==> src/rtl/uart_rx.sv <==
// rtl/uart_rx.sv - oversampling UART receiver with majority vote, parity and stop checking
module uart_rx #(
    parameter int DATA_WIDTH = 8,
    parameter int OVERSAMPLE = 8
) (
    input  logic                  CLK,
    input  logic                  rst_n,
    input  logic                  RX_IN,
    input  logic                  PAR_EN,
    input  logic                  PAR_TYP,
    output logic [DATA_WIDTH-1:0] P_DATA,
    output logic                  DATA_VALID,
    output logic                  PAR_ERR,
    output logic                  STP_ERR,
    output logic                  Busy
);

    localparam int ECW = $clog2(OVERSAMPLE);
    localparam int BCW = (DATA_WIDTH > 1) ? $clog2(DATA_WIDTH) : 1;
    localparam int M   = OVERSAMPLE / 2;

    localparam logic [ECW-1:0] EC_LAST = ECW'(OVERSAMPLE - 1);
    localparam logic [ECW-1:0] EC_S0   = ECW'(M - 1);
    localparam logic [ECW-1:0] EC_S1   = ECW'(M);
    localparam logic [ECW-1:0] EC_S2   = ECW'(M + 1);
    localparam logic [BCW-1:0] BC_LAST = BCW'(DATA_WIDTH - 1);

    typedef enum logic [2:0] {
        IDLE   = 3'd0,
        START  = 3'd1,
        DATA   = 3'd2,
        PARITY = 3'd3,
        STOP   = 3'd4
    } state_t;

    state_t                  state_q;
    logic                    rx_meta_q;
    logic                    rx_s_q;
    logic [ECW-1:0]          ec_q;
    logic [BCW-1:0]          bc_q;
    logic [1:0]              samp_q;
    logic [DATA_WIDTH-1:0]   shift_q;
    logic [DATA_WIDTH-1:0]   data_q;
    logic                    par_en_q;
    logic                    par_typ_q;
    logic                    par_bad_q;
    logic                    valid_q;
    logic                    par_err_q;
    logic                    stp_err_q;
    logic                    busy_q;
    logic                    vote_d;
    logic                    exp_par_d;

    // Third sample is taken live at ec=M+1, so the vote is ready in that same cycle.
    assign vote_d    = (samp_q[0] & samp_q[1]) | (samp_q[0] & rx_s_q) | (samp_q[1] & rx_s_q);
    assign exp_par_d = par_typ_q ? ~^shift_q : ^shift_q;

    always_ff @(posedge CLK or negedge rst_n) begin
        if (!rst_n) begin
            state_q   <= IDLE;
            rx_meta_q <= 1'b1;
            rx_s_q    <= 1'b1;
            ec_q      <= '0;
            bc_q      <= '0;
            samp_q    <= '0;
            shift_q   <= '0;
            data_q    <= '0;
            par_en_q  <= 1'b0;
            par_typ_q <= 1'b0;
            par_bad_q <= 1'b0;
            valid_q   <= 1'b0;
            par_err_q <= 1'b0;
            stp_err_q <= 1'b0;
            busy_q    <= 1'b0;
        end else begin
            rx_meta_q <= RX_IN;
            rx_s_q    <= rx_meta_q;
            valid_q   <= 1'b0;
            par_err_q <= 1'b0;
            stp_err_q <= 1'b0;
            if (state_q == IDLE) begin
                if (!rx_s_q) begin
                    state_q   <= START;
                    ec_q      <= ECW'(1);
                    bc_q      <= '0;
                    par_en_q  <= PAR_EN;
                    par_typ_q <= PAR_TYP;
                    par_bad_q <= 1'b0;
                    busy_q    <= 1'b1;
                end
            end else begin
                ec_q <= (ec_q == EC_LAST) ? '0 : ec_q + ECW'(1);
                if (ec_q == EC_S0) samp_q[0] <= rx_s_q;
                if (ec_q == EC_S1) samp_q[1] <= rx_s_q;
                case (state_q)
                    START: begin
                        if (ec_q == EC_S2 && vote_d) begin
                            state_q <= IDLE;
                            ec_q    <= '0;
                            busy_q  <= 1'b0;
                        end else if (ec_q == EC_LAST) begin
                            state_q <= DATA;
                        end
                    end
                    DATA: begin
                        if (ec_q == EC_S2) shift_q <= {vote_d, shift_q[DATA_WIDTH-1:1]};
                        if (ec_q == EC_LAST) begin
                            if (bc_q == BC_LAST) state_q <= par_en_q ? PARITY : STOP;
                            else                 bc_q    <= bc_q + BCW'(1);
                        end
                    end
                    PARITY: begin
                        if (ec_q == EC_S2)   par_bad_q <= (vote_d != exp_par_d);
                        if (ec_q == EC_LAST) state_q   <= STOP;
                    end
                    STOP: begin
                        // Leave at mid stop bit so a start edge right after the stop bit is caught.
                        if (ec_q == EC_S2) begin
                            state_q <= IDLE;
                            ec_q    <= '0;
                            busy_q  <= 1'b0;
                            if (!vote_d)        stp_err_q <= 1'b1;
                            else if (par_bad_q) par_err_q <= 1'b1;
                            else begin
                                data_q  <= shift_q;
                                valid_q <= 1'b1;
                            end
                        end
                    end
                    default: ;
                endcase
            end
        end
    end

    assign P_DATA     = data_q;
    assign DATA_VALID = valid_q;
    assign PAR_ERR    = par_err_q;
    assign STP_ERR    = stp_err_q;
    assign Busy       = busy_q;

endmodule

==> config.mk <==
export PLATFORM = sky130hd
export DESIGN_NAME = uart_rx
export DESIGN_NICKNAME = d
export VERILOG_FILES = /design/src/rtl/uart_rx.sv
export SDC_FILE = /design/constraint.sdc
export NUM_CORES = 1
export LEC_CHECK = 0
export BUFFER_PORTS_ARGS = -buffer_cell sky130_fd_sc_hd__buf_4
export CAP_MARGIN = 20
export CORE_MARGIN = 2
export CORE_UTILIZATION = 55
export DETAILED_ROUTE_END_ITERATION = 7
export GPL_ROUTABILITY_DRIVEN = 0
export PLACE_DENSITY = 0.75
export SKIP_CTS_REPAIR_TIMING = 1
export SLEW_MARGIN = 5
export SYNTH_ARGS = -nofsm -noshare
export SYNTH_HDL_FRONTEND = slang
export SYNTH_SLANG_ARGS = --single-unit
==> constraint.sdc <==
create_clock -name CLK -period 2.47 [get_ports CLK]
set_clock_uncertainty 0.05 [all_clocks]
set_input_delay 0.247 -clock CLK [delete_from_list [all_inputs] [get_ports CLK]]
set_output_delay 0.247 -clock CLK [all_outputs]
set_load 0.005 [all_outputs]
* After elaboration in Yosys (flattened, before gate mapping)
Cells that the tools add are included.
** Cells by class
- Reductions and logical operators :: 19
- Add/subtract/negate cells :: 2
- Multiplexer cells :: 44
- Bitwise logic cells :: 8
- Equality and inequality tests :: 18
** Operator list (number)
- $mux W3 :: 18
- $mux W1 :: 23
- $eq A3 B3 Y1 const B :: 5
- $ne A3 B3 Y1 const B :: 5
- $pmux W3 S4 :: 1
- $eq A3 B2 Y1 const B :: 3
- $reduce_and A4 Y1 :: 2
- $reduce_bool A2 Y1 :: 4
- $reduce_xnor A8 Y1 :: 1
- $reduce_xor A8 Y1 :: 1
- $reduce_and A7 Y1 :: 1
- $add A3 B1 Y3 const B :: 2
- $pmux W3 S2 :: 1
- $reduce_and A2 Y1 :: 3
- $reduce_and A3 Y1 :: 2
- $reduce_and A5 Y1 :: 1
- $reduce_bool A5 Y1 :: 1
- $ne A2 B2 Y1 const B :: 2
- $ne A4 B4 Y1 const B :: 1
- $and A1 B1 Y1 :: 3
- $eq A3 B1 Y1 const B :: 1
- $logic_not A3 Y1 :: 1
- $not A1 Y1 :: 3
- $reduce_bool A3 Y1 :: 1
- other kinds (4) :: 5
** Word-level totals
- Logic and storage cells :: 107
- Register bits after elaboration :: 36
- Output and inout port bits :: 12
- Bits of input ports :: 5

* Logic depth before layout (Yosys ltp)
- Depth after elaboration :: 7
- Gate-level depth with buffers :: 7
- Depth with buffers taken out :: 7

* Worst setup path after synthesis
Ideal clock, no wire load.
- Path type :: register to register
- Start point :: reg bc_q[0]
- End point :: reg bc_q[0]
- Arrival time :: 1642 ps
- Data required time :: 2295 ps
- Setup time :: 125 ps
- Path slack :: 654 ps
- Period minus slack after synthesis :: 1816 ps
- Path buffers :: 0
- Stages on the path, launching flop included :: 6
- Cells stage by stage :: dfrtp_1 -> ha_1 -> ha_1 -> nor4b_1 -> nor2_1 -> mux2_2
** Between the ends
- Word-level cells in the longest chain between the ends :: 5
- Elaborated cells between the ends (all ways) :: 8
- Classes of those cells :: add/sub (1); eq/ne (2); mux (4); reduce/logical (1)
** RTL lines
- start: declaration :: line 40 : logic [BCW-1:0] bc_q;
- start signal: assignment :: line 109 : else bc_q <= bc_q + BCW'(1);
- $add A3 B1 Y3 :: line 109
- $mux W3 :: line 108 : if (bc_q == BC_LAST) state_q <= par_en_q ? PARITY : STOP;
- $mux W3 :: line 107 : if (ec_q == EC_LAST) begin
- $mux W3 :: line 95 : case (state_q)
- $mux W3 :: line 81 : if (state_q == IDLE) begin
Parallel ways exist; a longest one is shown, timed or not. The select of a mux whose other input is x is not followed.
A chain may end at the register's enable or synchronous reset.

* Worst setup path in the final report
- Start point :: reg rx_s_q
- End point :: reg data_q[0] (netlist: P_DATA[0])
** Between the ends
- Word-level cells in the longest chain between the ends :: 4
- Elaborated cells between the ends (all ways) :: 5
- Classes of those cells :: bitwise (4); reduce/logical (1)
** RTL lines
- start: declaration :: line 38 : logic rx_s_q;
- start signal: assignment :: line 77 : rx_s_q <= rx_meta_q;
- $and A1 B1 Y1 :: line 55 : assign vote_d = (samp_q[0] & samp_q[1]) | (samp_q[0] & rx_s_q) | (samp_q[1] & rx_s_q);
- $or A1 B1 Y1 :: line 55
- $or A1 B1 Y1 (*) :: line 55
- $reduce_and A5 Y1 (no source line) (*)
- end signal: assignment :: line 125 : data_q <= shift_q;
- end: declaration :: line 43 : logic [DATA_WIDTH-1:0] data_q;
Every way passes the cells marked *; elsewhere a longest branch is shown, timed or not.

==> results.cfg <==
[cells_and_area]
drive_gt1_share_pct = 30.9
insertedDiodeCount = 0
fill_cells = 237
area_delta_synth_final_pct = 13.4
num-nets-final = 176

[die]
io_pins = 17
start_util_pct = 57.2
dieWidth_um = 60.1
fp.dieH_um = 60.1
core_region_area_um2 = 3030
dieArea_um2 = 3620
row_count = 20

[route]
drcViolationCount = 0
drt_iter0_drc = 25
wire_per_inst_um = 14.0
drt-total-wl_um = 2930
ant_nets = 0
dr_total_vias = 1104
drt-pass1-iter-count = 4
vias_per_cell = 5.28

[worst_hold_path]
hold_start = PAR_EN
worst_hold_path.num_cells = 3
min_path_type = in2reg
hold_end = par_en_q$_DFFE_PN0P_

[status]
status = finished clean

[cts]
clock_path_buffers = 2
cts.root.buffer_cell = clkbuf_4
cts_buffers = 5
h-tree-depth = 2
insertion_delay_ns = 0.34
cts_tree = yes
cts.sinks = 36
cts.clk_slew.worst_paths_ns = 0.11

[setup_path]
cp_data_required_time_ns = 2.66
rrSetupSlack_ns = 0.37
rr_startpoint = rx_s_q$_DFF_PN1_
r2r_cells = 4
path_max_fanout = 11
start_kind = register
r2r-end = P_DATA[0]$_DFFE_PN0P_
crit_arrival_ns = 2.28
worstSetupEndpointType = register
path_class = reg2reg

[power_and_ir_drop]
vdd_ir_drop_max_mv = 0.524
leakagePower_nw = 0.971
total_power_mw = 1.78
powerDensity_nw_per_um2 = 904

[sta]
worst-slew-pin-transition_ns = 0.523
holdWs_ns = 0.0514
maxSlewViolCount = 0
timing.fmax_mhz = 477
setup_tns_ns = 0
hold_viol = 0
fin_crit_ns = 2.10
slew_headroom_pct = 65.1
rsz0062_at_grt = false
finalCritPeriodShare_pct = 84.9
setup_viol = 0

[global_routing]
grt_pass1_wl_um = 5000
grt_max_degree = 37
antenna_found_initial = 0
grtUsageTotal_pct = 19.2
grt_pass1_vias = 1078
grt_overflow = 0

[synth]
syn-instance-count = 143
synth.avg_cell_area_um2 = 12.1
synth_seq_cells = 36
syn_nets = 155
synth_seq_area_share_pct = 52.1
syn_area_um2 = 1730
synth_cell_types = 37
yosysWarnings = 0

[placement]
port_buffers = 16
dpl.hpwl_um = 2090

[job]
maxCapViolations = 0
sequential cells by signal, indices dropped and copies added, names as in the netlist:
signal,count
rx_meta_q,1
rx_s_q,1
P_DATA,8
DATA_VALID,1
bc_q,3
ec_q,3
par_bad_q,1
samp_q,2
state_q,3
STP_ERR,1
par_typ_q,1
Busy,1
par_en_q,1
PAR_ERR,1
shift_q,8
cells by family after synthesis:
logic type / synth area share [%]
multiplexers: 15.4
buffers and inverters: 3.32
adder cells (fa/ha/maj): 5.85
AO/OA/AOI/OAI: 7.15
AND/OR/NAND/NOR: 11.6
flip-flops: 52.1
XOR/XNOR: 4.55
how the worst max path moves through the flow:
stage | startpoint | end | slack [ns] | cells past startpoint
2_1_floorplan | bc_q[0]$_DFFE_PN0P_ | bc_q[0]$_DFFE_PN0P_ | 0.65 | 5
5_1_grt | rx_s_q$_DFF_PN1_ | P_DATA[0]$_DFFE_PN0P_ | 0.29 | 4
4_1_cts | rx_s_q$_DFF_PN1_ | P_DATA[0]$_DFFE_PN0P_ | 0.37 | 4
3_5_place_dp | rx_s_q$_DFF_PN1_ | P_DATA[0]$_DFFE_PN0P_ | 0.38 | 4
3_3_place_gp | rx_s_q$_DFF_PN1_ | P_DATA[3]$_DFFE_PN0P_ | 0.44 | 4
6_report | rx_s_q$_DFF_PN1_ | P_DATA[0]$_DFFE_PN0P_ | 0.37 | 4
power by group:
part	switching (mW)	internal, mW	total (mW)
sequential	0.181	0.711	0.891
combinational	0.276	0.300	0.576
clock	0.195	0.114	0.309
total	0.651	1.12	1.78
final cells by class:
cell class	count	area (µm²)	area share [%]
clock buffer	7	45.0	2.29
timing repair buffer	20	155	7.89
tap	44	55.1	2.80
clock inverter	1	8.76	0.446
sequential	36	903	46.0
multi-input combinational	94	772	39.3
inverter	7	26.3	1.34
layout by cell type (no fill, tap or decap), drive strengths merged, types with 2 or more instances in the layout:
cell type / Yosys / final
o21ai: 3 / 3
nor2: 12 / 12
inv: 7 / 7
xnor2: 7 / 7
ha: 7 / 7
a21o: 2 / 2
a21oi: 2 / 2
clkbuf: 4 / 7
buf: 2 / 18
mux2: 21 / 21
xor2: 2 / 2
dfstp: 2 / 2
dlygate4sd3: 0 / 2
dfrtp: 34 / 34
or3: 2 / 2
nand3: 5 / 5
nor3: 6 / 6
a22o: 2 / 2
nand2: 9 / 9
metrics by stage:
| stage | area (µm²) | instances | util, % | setup slack (ns) |
|---|---|---|---|---|
| after global routing | 1970 | 209 | 64.9 | 0.287 |
| after CTS | 1950 | 207 | 64.3 | 0.375 |
| after floorplan | 1730 | 143 | - | 0.654 |
| after detailed placement | 1890 | 199 | 62.5 | 0.381 |
| final | 1970 | 209 | 64.9 | 0.373 |
| after global placement | 1890 | 199 | 62.5 | 0.436 |
critical path, stage by stage, from the launching register on:
cell and delay, ns:
dfstp_2 0.65, maj3_4 0.25, nand3_4 0.09, or3_1 0.56, mux2_4 0.38
Yosys cell counts (all sizes together):
cell type / n / area [µm²]
o21ai: 3 / 15.0
mux2: 21 / 267
nor2b: 1 / 6.26
a21oi: 2 / 10.0
and2: 1 / 6.26
buf: 2 / 16.3
xnor2: 7 / 61.3
nand3: 5 / 37.5
o41ai: 1 / 8.76
nor3b: 1 / 7.51
dfstp: 2 / 52.6
o21bai: 1 / 7.51
a211oi: 1 / 7.51
maj3: 1 / 13.8
nor2: 12 / 47.6
xor2: 2 / 17.5
nand2b: 1 / 6.26
o21a: 1 / 7.51
a22o: 2 / 17.5
inv: 7 / 26.3
a41oi: 1 / 8.76
o31ai: 1 / 7.51
nor3: 6 / 35.0
o32ai: 1 / 8.76
o32a: 1 / 10.0
clkbuf: 4 / 15.0
dfrtp: 34 / 851
or3: 2 / 12.5
nand2: 9 / 33.8
ha: 7 / 87.6
a21o: 2 / 15.0
nor4b: 1 / 8.76
metal layers:
layer,GRT usage (%),vias up,wire (µm)
li1,-,536,-
met1,25.6,534,1390
met2,28.4,29,1390
met3,7.14,5,105
met4,7.62,0,42
met5,0,-,0
Power figures use the tool's default switching activity.
